## src/rtl/cla_pipe_addsub_pkg.sv

```systemverilog
// Shared types and constants for the pipelined carry-lookahead adder/subtractor.
package cla_pkg;

  localparam int CLA_GRP_W = 4;

  typedef struct packed {
    logic valid;
    logic sub;
    logic carry;
  } stage_ctrl_t;

  function automatic int calcStages(int width, int segW);
    return width / segW;
  endfunction

endpackage

```

## src/rtl/cla_pipe_addsub_if.sv

```systemverilog
// Operand/result handshake bundle for cla_pipe_addsub.
interface cla_pipe_addsub_if #(
  parameter int WIDTH = 128
);
  logic             in_valid;
  logic             in_ready;
  logic [WIDTH-1:0] in_a;
  logic [WIDTH-1:0] in_b;
  logic             in_cin;
  logic             in_sub;
  logic             out_valid;
  logic             out_ready;
  logic [WIDTH-1:0] out_sum;
  logic             out_cout;
  logic             out_ovf;
  logic             out_zero;

  modport master (
    output in_valid, in_a, in_b, in_cin, in_sub, out_ready,
    input  in_ready, out_valid, out_sum, out_cout, out_ovf, out_zero
  );

  modport slave (
    input  in_valid, in_a, in_b, in_cin, in_sub, out_ready,
    output in_ready, out_valid, out_sum, out_cout, out_ovf, out_zero
  );
endinterface

```

## src/rtl/cla_pipe_addsub_seg_adder.sv

```systemverilog
// Combinational SEG_W-bit lookahead adder: 4-bit p/g groups feeding a
// parallel-prefix group carry network, so no carry ripples inside the segment.
module cla_seg_adder
  import cla_pkg::*;
#(
  parameter int SEG_W = 32
) (
  input  logic [SEG_W-1:0] a,
  input  logic [SEG_W-1:0] b,
  input  logic             cin,
  output logic [SEG_W-1:0] s,
  output logic             cout,
  output logic             c_msb_in
);

  localparam int GW = CLA_GRP_W;
  localparam int NG = SEG_W / GW;
  localparam int LV = (NG > 1) ? $clog2(NG) : 0;

  logic [SEG_W-1:0] p, g, c;
  logic [NG-1:0]    grpP, grpG, preP, preG, grpCin;

  assign p = a ^ b;
  assign g = a & b;

  always_comb begin
    grpP = '0;
    grpG = '0;
    for (int j = 0; j < NG; j++) begin
      grpP[j] = &p[j*GW +: GW];
      grpG[j] = g[j*GW+3]
              | (p[j*GW+3] & g[j*GW+2])
              | (p[j*GW+3] & p[j*GW+2] & g[j*GW+1])
              | ((&p[j*GW+1 +: 3]) & g[j*GW]);
    end
  end

  // Kogge-Stone prefix over groups; descending j keeps the lower operand from the previous level.
  always_comb begin
    preP = grpP;
    preG = grpG;
    for (int l = 0; l < LV; l++) begin
      for (int j = NG - 1; j >= (1 << l); j--) begin
        preG[j] = preG[j] | (preP[j] & preG[j - (1 << l)]);
        preP[j] = preP[j] & preP[j - (1 << l)];
      end
    end
  end

  always_comb begin
    grpCin    = '0;
    grpCin[0] = cin;
    for (int j = 1; j < NG; j++) begin
      grpCin[j] = preG[j-1] | (preP[j-1] & cin);
    end
  end

  always_comb begin
    c = '0;
    for (int j = 0; j < NG; j++) begin
      c[j*GW]   = grpCin[j];
      c[j*GW+1] = g[j*GW] | (p[j*GW] & grpCin[j]);
      c[j*GW+2] = g[j*GW+1] | (p[j*GW+1] & g[j*GW])
                | (p[j*GW+1] & p[j*GW] & grpCin[j]);
      c[j*GW+3] = g[j*GW+2] | (p[j*GW+2] & g[j*GW+1])
                | (p[j*GW+2] & p[j*GW+1] & g[j*GW])
                | ((&p[j*GW +: 3]) & grpCin[j]);
    end
  end

  assign s        = p ^ c;
  assign cout     = preG[NG-1] | (preP[NG-1] & cin);
  assign c_msb_in = c[SEG_W-1];

endmodule

```

## src/rtl/cla_pipe_addsub.sv

```systemverilog
// Pipelined add/sub: one SEG_W segment per stage, carry registered between stages,
// global stall enable driven by the output handshake.
module cla_pipe_addsub
  import cla_pkg::*;
#(
  parameter int WIDTH = 128,
  parameter int SEG_W = 32
) (
  input logic              clk,
  input logic              rst_n,
  cla_pipe_addsub_if.slave bus
);

  localparam int STAGES = calcStages(WIDTH, SEG_W);

  if ((WIDTH % SEG_W) != 0 || SEG_W < CLA_GRP_W || (SEG_W & (SEG_W - 1)) != 0) begin : gBadParams
    $error("cla_pipe_addsub: WIDTH must be a multiple of SEG_W, SEG_W a power of 2 and >= 4");
  end

  logic             advance;
  logic             outValid_q;
  logic [WIDTH-1:0] outSum_q;
  logic             outCout_q, outOvf_q, outZero_q;

  assign advance      = !outValid_q || bus.out_ready;
  assign bus.in_ready = advance;
  assign bus.out_valid = outValid_q;
  assign bus.out_sum  = outSum_q;
  assign bus.out_cout = outCout_q;
  assign bus.out_ovf  = outOvf_q;
  assign bus.out_zero = outZero_q;

  for (genvar k = 0; k < STAGES; k++) begin : gStage
    localparam int REM_W = WIDTH - k * SEG_W;

    stage_ctrl_t      ctrlIn;
    logic [REM_W-1:0] aRem, bRem;
    logic [SEG_W-1:0] segB, segS;
    logic             segCout, segCmsb;

    // Stage k sees operand bits from segment k upward; B is kept raw and inverted per segment.
    if (k == 0) begin : gFirst
      assign ctrlIn = '{valid: bus.in_valid, sub: bus.in_sub, carry: bus.in_sub | bus.in_cin};
      assign aRem   = bus.in_a;
      assign bRem   = bus.in_b;
    end else begin : gNext
      assign ctrlIn = gStage[k-1].gMid.ctrl_q;
      assign aRem   = gStage[k-1].gMid.aUp_q;
      assign bRem   = gStage[k-1].gMid.bUp_q;
    end

    assign segB = ctrlIn.sub ? ~bRem[SEG_W-1:0] : bRem[SEG_W-1:0];

    cla_seg_adder #(.SEG_W(SEG_W)) uSegAdder (
      .a        (aRem[SEG_W-1:0]),
      .b        (segB),
      .cin      (ctrlIn.carry),
      .s        (segS),
      .cout     (segCout),
      .c_msb_in (segCmsb)
    );

    if (k < STAGES - 1) begin : gMid
      stage_ctrl_t                ctrl_q, ctrl_d;
      logic [REM_W-SEG_W-1:0]     aUp_q, bUp_q;
      logic [(k+1)*SEG_W-1:0]     sumLow_q, sumLow_d;

      assign ctrl_d = '{valid: ctrlIn.valid, sub: ctrlIn.sub, carry: segCout};

      if (k == 0) begin : gLow0
        assign sumLow_d = segS;
      end else begin : gLowN
        assign sumLow_d = {segS, gStage[k-1].gMid.sumLow_q};
      end

      always_ff @(posedge clk or negedge rst_n) begin
        if (!rst_n) begin
          ctrl_q <= '0;
        end else if (advance) begin
          ctrl_q <= ctrl_d;
        end
      end

      // Operand and partial-sum data need no reset; the valid bit qualifies them.
      always_ff @(posedge clk) begin
        if (advance) begin
          aUp_q    <= aRem[REM_W-1:SEG_W];
          bUp_q    <= bRem[REM_W-1:SEG_W];
          sumLow_q <= sumLow_d;
        end
      end
    end else begin : gLast
      logic [WIDTH-1:0] sum_d;

      if (k == 0) begin : gSum0
        assign sum_d = segS;
      end else begin : gSumN
        assign sum_d = {segS, gStage[k-1].gMid.sumLow_q};
      end

      always_ff @(posedge clk or negedge rst_n) begin
        if (!rst_n) begin
          outValid_q <= 1'b0;
          outSum_q   <= '0;
          outCout_q  <= 1'b0;
          outOvf_q   <= 1'b0;
          outZero_q  <= 1'b1;
        end else if (advance) begin
          outValid_q <= ctrlIn.valid;
          outSum_q   <= sum_d;
          outCout_q  <= segCout;
          outOvf_q   <= segCout ^ segCmsb;
          outZero_q  <= ~|sum_d;
        end
      end
    end
  end

endmodule

```

## src/flat_wrapper.sv

```systemverilog
// flat-port wrapper written by rule: the top's interface ports become plain ports
module cla_pipe_addsub_flat import cla_pkg::*;
#(
  parameter int WIDTH = 128,
  parameter int SEG_W = 32
)
  (clk, rst_n, bus_in_valid, bus_in_a, bus_in_b, bus_in_cin, bus_in_sub, bus_out_ready, bus_in_ready, bus_out_valid, bus_out_sum, bus_out_cout, bus_out_ovf, bus_out_zero);
  cla_pipe_addsub_if #(.WIDTH(WIDTH)) bus_i ();
  input logic clk;
  input logic rst_n;
  input wire logic [$bits(bus_i.in_valid)-1:0] bus_in_valid;
  input wire logic [$bits(bus_i.in_a)-1:0] bus_in_a;
  input wire logic [$bits(bus_i.in_b)-1:0] bus_in_b;
  input wire logic [$bits(bus_i.in_cin)-1:0] bus_in_cin;
  input wire logic [$bits(bus_i.in_sub)-1:0] bus_in_sub;
  input wire logic [$bits(bus_i.out_ready)-1:0] bus_out_ready;
  output wire logic [$bits(bus_i.in_ready)-1:0] bus_in_ready;
  output wire logic [$bits(bus_i.out_valid)-1:0] bus_out_valid;
  output wire logic [$bits(bus_i.out_sum)-1:0] bus_out_sum;
  output wire logic [$bits(bus_i.out_cout)-1:0] bus_out_cout;
  output wire logic [$bits(bus_i.out_ovf)-1:0] bus_out_ovf;
  output wire logic [$bits(bus_i.out_zero)-1:0] bus_out_zero;
  assign bus_i.in_valid = bus_in_valid;
  assign bus_i.in_a = bus_in_a;
  assign bus_i.in_b = bus_in_b;
  assign bus_i.in_cin = bus_in_cin;
  assign bus_i.in_sub = bus_in_sub;
  assign bus_i.out_ready = bus_out_ready;
  assign bus_in_ready = bus_i.in_ready;
  assign bus_out_valid = bus_i.out_valid;
  assign bus_out_sum = bus_i.out_sum;
  assign bus_out_cout = bus_i.out_cout;
  assign bus_out_ovf = bus_i.out_ovf;
  assign bus_out_zero = bus_i.out_zero;
  cla_pipe_addsub #(.WIDTH(WIDTH), .SEG_W(SEG_W)) u_core (.clk(clk), .rst_n(rst_n), .bus(bus_i));
endmodule
```

## config.mk

```make
export PLATFORM = sky130hd
export DESIGN_NAME = cla_pipe_addsub_flat
export DESIGN_NICKNAME = d
export VERILOG_FILES = /design/src/rtl/cla_pipe_addsub_pkg.sv /design/src/rtl/cla_pipe_addsub_if.sv /design/src/rtl/cla_pipe_addsub_seg_adder.sv /design/src/rtl/cla_pipe_addsub.sv /design/src/flat_wrapper.sv
export SDC_FILE = /design/constraint.sdc
export NUM_CORES = 1
export LEC_CHECK = 0
export ABC_AREA = 1
export CAP_MARGIN = 20
export CORE_MARGIN = 1.5
export CORE_UTILIZATION = 60
export CTS_CLUSTER_SIZE = 40
export DETAILED_ROUTE_END_ITERATION = 8
export HOLD_SLACK_MARGIN = 0.03
export PLACE_DENSITY_LB_ADDON = 0.05
export REMOVE_ABC_BUFFERS = 1
export SETUP_SLACK_MARGIN = 0.4
export SLEW_MARGIN = 5
export SYNTH_ARGS = -nofsm -noshare
export SYNTH_HDL_FRONTEND = slang
export SYNTH_HIERARCHICAL = 1
export SYNTH_SLANG_ARGS = --single-unit
```

## constraint.sdc

```tcl
create_clock -name clk -period 33.9 [get_ports clk]
set_input_delay 5.085 -clock clk [delete_from_list [all_inputs] [get_ports clk]]
set_output_delay 5.085 -clock clk [all_outputs]
set_load 0.02 [all_outputs]
```

==> metrics.txt, run 1 <==
Min Hold Slack around 410 ps; Commonest cells post-synth nand2_1, edfxtp_1, inv_1; PwrDens approximately 100 mW/mm²; min setup slack post-route 22040 ps; Post-synth EDFFs 576; Sum Neg Setup Slack 0 ps; synthesized flop and latch total just over 700; fraction of layout cells with a size suffix above 1 0.06685; RSZ-0062 raised after global routing no; Worst Hold Depth 0; cell count after synthesis roughly 2400; Pleak around 0.016 µW; worst-path fanout max between 60 and 70; WHS Endpoint u_core/gStage[1].gMid.bUp_q[25]; clock latency on the worst-skew pair roughly 600 ps; residual DRC count 0; fill count about 3200; Final Slew Violations 0; Post-Synthesis Cell Area 0.03063 mm²; worst r2r path cells 4; io pins ~400; crit path cell chain clkdlybuf4s50_1 > inv_1 > nand2_8 > clkdlybuf4s50_1; status complete, no violations; worst reg2reg path startpoint u_core/bus.out_valid; postcts setup bufs 0; Tightest Pin Transition roughly 1100 ps; CP startpoint kind primary input; Synth Flop Type edfxtp_1; Critical R2R Capture u_core/gStage[1].gMid.aUp_q[54]; post-synthesis sequential area ratio 0.6799; Place WS 22020 ps; synth top area cells edfxtp_1, dfrtp_1, nand2_1; ys async rst share 0.1967; die area ~0.052 mm²; critical path type in2out; Worst VDD drop 0.06605 mV; Synth cell types 35; delay-heaviest family, CP buffers and inverters; vias in the first global route about 19000; final cell count without fillers between 3000 and 4000; dpl cells ~3500; grt ovf 0; first-pass GRT wire length between 90 and 100 mm; Arr. time, crit path about 6800 ps; fmax about 0.084 GHz; Initial Util 0.6093; Slowest-stage cell, CP clkdlybuf4s50_1; final setup fails 0; Avg WL per Cell 17.19 µm; routability cong. around 0.9; height of the die 228.9 µm; CP bufs+invs 3; hold wc startpoint u_core/gStage[0].gMid.bUp_q[57]; Worst slew margin 0.2619; slowest stage delay, CP 720 ps; count of hold-fix buffers inserted at cts 0; max-cap viol count 0; CTS H-tree lvls 3; I/O Buffers ~400; Num CTS Buffers 72; r2r setup slk approximately 30000 ps; Final Hold Viols 0; Final Cell Area 0.03772 mm²; First DRT Iteration DRCs around 1500; Tot GR Track Use 0.2377; chip width around 230 µm; initial antenna violation count 9; drt pass-1 iters 5; Placed Area 0.03523 mm²; fin crit period 11860 ps; CTS tree done; PostCTS Resize Cnt 0; Avg Inst Size Synth between 10 and 15 µm²; top-area cell type share of the netlist area 0.5647; worst hold path type reg2reg; vias per cell between 5 and 6; CTS root buffer clkbuf_16; DRT antenna net count 0; most common cell in the netlist nand2_1; largest net degree at the start of global routing 215; Yosys top cell by area edfxtp_1; CP most frequent cell clkdlybuf4s50_1; clock transition at the registers of the reported paths 60 ps; routed wire length roughly 60 mm; synthesis warning total 6; Core Box Area 0.05027 mm²; Clock Tree Buf Depth 3; DP HPWL about 43 mm; detailed-route via count around 19000; Sink Count between 700 and 800; Layout area overhead 23.16%; skew final approximately 20 ps; period utilization 0.3498; num rows 82; worst endpoint required time around 29000 ps; Layout Nets 3280; Crit. End Element output pin
-- worst reg2reg max path, stage by stage, from the launching register on --
cell and delay [ps]:
dfrtp_1 440, nand2_8 430, buf_4 830, buf_12 770, buf_4 1160
-- metrics by stage --
stage                     utilization  power (µW)
after floorplan                     -        2647
after global placement         0.7008        2986
after detailed placement       0.7008        3073
after CTS                      0.7498        3911
after global routing           0.7503        4152
final                          0.7503        3893
-- where the power goes --
part           total, µW  internal (µW)  switching (µW)
combinational       1520            587             934
sequential          1550           1390             162
clock                819            494             325
-- logic make-up after synthesis --
| logic type | share of synthesized area |
|---|---|
| xor gates and xnor gates | 0.05376 |
| and+or+nand+nor | 0.1385 |
| adders and majority gates | 0.07320 |
| AOI/OAI and AO/OA | 0.02247 |
| buffers and inverters | 0.03211 |
| DFF | 0.6799 |
-- registers in the layout, indices dropped and copies added, names as in the netlist --
name                         cells
u_core/bus.out_cout              1
u_core/bus.out_ovf               1
u_core/bus.out_sum             128
u_core/bus.out_valid             1
u_core/bus.out_zero              1
u_core/gStage.gMid.aUp_q       192
u_core/gStage.gMid.bUp_q       192
u_core/gStage.gMid.ctrl_q        9
u_core/gStage.gMid.sumLow_q    192
-- cell type report --
class                      count  area, µm²  area share
inverter                     188      710.7     0.01884
clock inverter                38      457.9     0.01214
sequential                   717      20830      0.5522
tap                          672      840.8     0.02229
clock buffer                  95       2002     0.05307
timing repair buffer         402       4045      0.1072
antenna                        1      2.502  0.00006634
multi-input combinational   1477       8833      0.2342
-- layer usage --
layer	global-route usage	wire, µm
met4	0.08840	2121
met2	0.4188	31790
met3	0.05763	3735
met5	0	104
met1	0.2831	23970
-- cell usage in the layout (no fill, tap or decap), drive strengths merged, types with 10 or more instances in the layout --
cell type      instances
a21oi                 76
and2                  10
buf                   10
bufinv                10
clkbuf                95
clkdlybuf4s50        392
clkinv                21
dfrtp                140
edfxtp               576
fa                    32
ha                   128
inv                  192
nand2                744
nand3                 86
nand4                 11
nor2                 131
o21ai                 37
xnor2                 12
xor2                 176
-- worst max-delay path by stage --
stage	startpoint	endpoint	slack (ps)	cells after the start
final	bus_out_ready	bus_in_ready	22040	4
after global routing	bus_out_ready	bus_in_ready	21940	4
after CTS	bus_out_ready	bus_in_ready	22010	4
after detailed placement	bus_out_ready	bus_in_ready	22020	4
after global placement	bus_out_ready	bus_in_ready	22020	4
after floorplan	bus_out_ready	u_core/bus.out_sum[109]	15070	4
Power figures use the tool's default switching activity.
==> inputs of run 2 (changes only) <==
- CORE_UTILIZATION: 60 -> 56
- clock period: 33.9 -> 11.4 ns (I/O delays scaled with it)
==> run 2 against run 1 <==
Against the previous run: first-iteration DRC count shrank 20%; cell count grew 0.70%; sequential share of layout area shrank 0.13 points; flip-flop and latch count is the same; critical path depth is the same; die area grew 7.0%; clock-buffer cell count grew 6.
==> metrics.txt, run 2 (same netlist as run 1, synthesis figures left out) <==
num rows 85 (was 82); postcts setup bufs 0 (unchanged); Internal Dissipation 7375 µW (was 2471 µW); vias per cell 5.047 (was 5.179); Crit. End Element output pin (unchanged); clock transition at the registers of the reported paths 60 ps (about the same); DP HPWL 42.84 mm (was 42.95 mm); most frequent cells in the layout nand2_1, edfxtp_1, clkdlybuf4s50_1 (unchanged); critical path type in2out (unchanged); CP startpoint kind primary input (unchanged); clock share of power 0.214 (was 0.210); grt ovf 0 (unchanged); DRT antenna net count 0 (unchanged); fill count 3733 (was 3203); Initial Util 0.5680 (was 0.6093); slowest stage delay, CP 870 ps (was 720 ps); Slowest-stage cell, CP clkdlybuf4s50_1 (unchanged); Core Box Area 0.05392 mm² (was 0.05027 mm²); worst r2r path cells 17 (was 4); I/O Buffers 394 (unchanged); skew final 17.90 ps (was 20.07 ps); initial antenna violation count 9 (unchanged); Final Hold Viols 0 (unchanged); min setup slack post-route 6028 ps (was 22040 ps); Num CTS Buffers 73 (was 72); WHS Endpoint u_core/gStage[2].gMid.bUp_q[1] (was u_core/gStage[1].gMid.bUp_q[25]); r2r setup slk 7410 ps (was 29810 ps); Sw Share 0.3610 (was 0.3651); PwrDens 305.2 mW/mm² (was 103.2 mW/mm²); clock latency on the worst-skew pair 600 ps (about the same); height of the die 236.9 µm (was 228.9 µm); Top Registers u_core/gStage.gMid.aUp_q: 192 flops, u_core/gStage.gMid.bUp_q: 192 flops, u_core/gStage.gMid.sumLow_q: 192 flops (unchanged); dpl cells 3480 (was 3455); die area 0.05611 mm² (was 0.05241 mm²); first-pass GRT wire length 93.89 mm (was 96.72 mm); fraction of layout cells with a size suffix above 1 0.06852 (was 0.06685); residual DRC count 0 (unchanged); detailed-route via count 18245 (was 18593); drt pass-1 iters 7 (was 5); worst-path fanout max 91 (was 61); crit path cell chain clkdlybuf4s50_1 > inv_1 > nand2_8 > clkdlybuf4s50_1 (unchanged); Layout Nets 3282 (was 3280); Final Slew Violations 0 (unchanged); Total Power 11540 µW (was 3893 µW); fmax 0.1861 GHz; max-cap viol count 0 (unchanged); CTS root buffer clkbuf_16 (unchanged); Layout area overhead 23.44% (was 23.16%); Place WS 5974 ps (was 22020 ps); fin crit period 5372 ps; RSZ-0062 raised after global routing no (unchanged); Arr. time, crit path 3660 ps (was 6770 ps); PostCTS Resize Cnt 0 (unchanged); Sink Count 717 (unchanged); status complete, no violations (unchanged); Worst Hold Depth 0 (unchanged); n_diodes 0 (was 1); CTS tree done (unchanged); Clock Tree Buf Depth 3 (unchanged); Avg WL per Cell 16.67 µm (was 17.19 µm); count of hold-fix buffers inserted at cts 0 (unchanged); Tightest Pin Transition 1069 ps (was 1107 ps); routed wire length 60.25 mm (was 61.73 mm); io pins 395 (unchanged); Pleak 0.01617 µW (was 0.01614 µW); Seq pwr share 0.401 (was 0.399); Worst VDD drop 0.1548 mV (was 0.06605 mV); CTS H-tree lvls 3 (unchanged); First DRT Iteration DRCs 1163 (was 1451); period utilization 0.4713; vias in the first global route 18370 (was 18796); logic gate share of total power 0.386 (was 0.391); commonest non-fill, non-tap cell in the layout nand2_1 (unchanged); worst hold path type reg2reg (unchanged); worst endpoint required time 9690 ps (was 28810 ps); largest net degree at the start of global routing 205 (was 215); Worst slew margin 0.2875 (was 0.2619); chip width 236.9 µm (was 228.9 µm); worst reg2reg path startpoint u_core/gStage[2].gMid.ctrl_q[1] (was u_core/bus.out_valid); CP most frequent cell clkdlybuf4s50_1 (unchanged); routability cong. 0.8656 (was 0.9104); Tot GR Track Use 0.2171 (was 0.2377); final cell count without fillers 3615 (was 3590); hold wc startpoint u_core/gStage[1].gMid.bUp_q[33] (was u_core/gStage[0].gMid.bUp_q[57]); P_sw 4166 µW (was 1421 µW); Critical R2R Capture u_core/bus.out_zero (was u_core/gStage[1].gMid.aUp_q[54]); final setup fails 0 (unchanged)
## run 2: changes by cell type in the layout (fill, tap and decap cells not counted)
cell	previous run	this run
clkbuf_16	75	77
clkinv_1	7	4
clkbuf_8	5	9
clkinv_2	13	10
diode_2	1	0
buf_4	5	7
buf_12	2	1
bufinv_16	10	9
clkinvlp_4	3	4
inv_6	5	6
## run 2: metrics by stage
stage	TNS [ps]	util	hold WS, ps	cell area [µm²]
final	0	0.7012	404.5	37810
after CTS	0	0.7007	409.8	37780
after detailed placement	0	0.6539	404.5	35260
after global placement	0	0.6539	400.2	35260
after global routing	0	0.7012	415.8	37810
after floorplan	-534780	-	400.3	30350
## run 2: critical path: cells and delay by family
| family | cells | cell delay (ps) |
|---|---|---|
| AND/OR/NAND/NOR | 1 | 510 |
| buffers and inverters | 3 | 1410 |
## run 2: routing by layer
layer  GRT usage  part of all wire
met1      0.2654              0.40
met5           0            0.0022
met4     0.08139             0.033
met2      0.3767              0.51
met3     0.04990             0.059
## run 2: layout make-up
| class | instances | area (µm²) | area share |
|---|---|---|---|
| clock buffers | 101 | 2107 | 0.05573 |
| flip-flops and latches | 717 | 20830 | 0.5509 |
| well taps | 696 | 870.8 | 0.02303 |
| clock inverters | 33 | 417.9 | 0.01105 |
| inverters | 188 | 710.7 | 0.01880 |
| repair buffers | 403 | 4040 | 0.1069 |
| multi-input cells | 1477 | 8833 | 0.2336 |
## run 2: worst max path at each step
stage,start,to,depth (start not counted)
after floorplan,bus_out_ready,u_core/bus.out_sum[109],4
after global placement,bus_out_ready,bus_in_ready,4
after detailed placement,bus_out_ready,bus_in_ready,4
after CTS,bus_out_ready,bus_in_ready,4
after global routing,bus_out_ready,bus_in_ready,4
final,bus_out_ready,bus_in_ready,4
## run 2: power groups by stage
stage                     logic, µW  registers, µW  clock network, µW
final                          4450           4630               2460
after CTS                      4470           4640               2520
after detailed placement       4440           4680                  0
after floorplan                2850           5020                  0
after global routing           5000           4740               2620
after global placement         4270           4650                  0
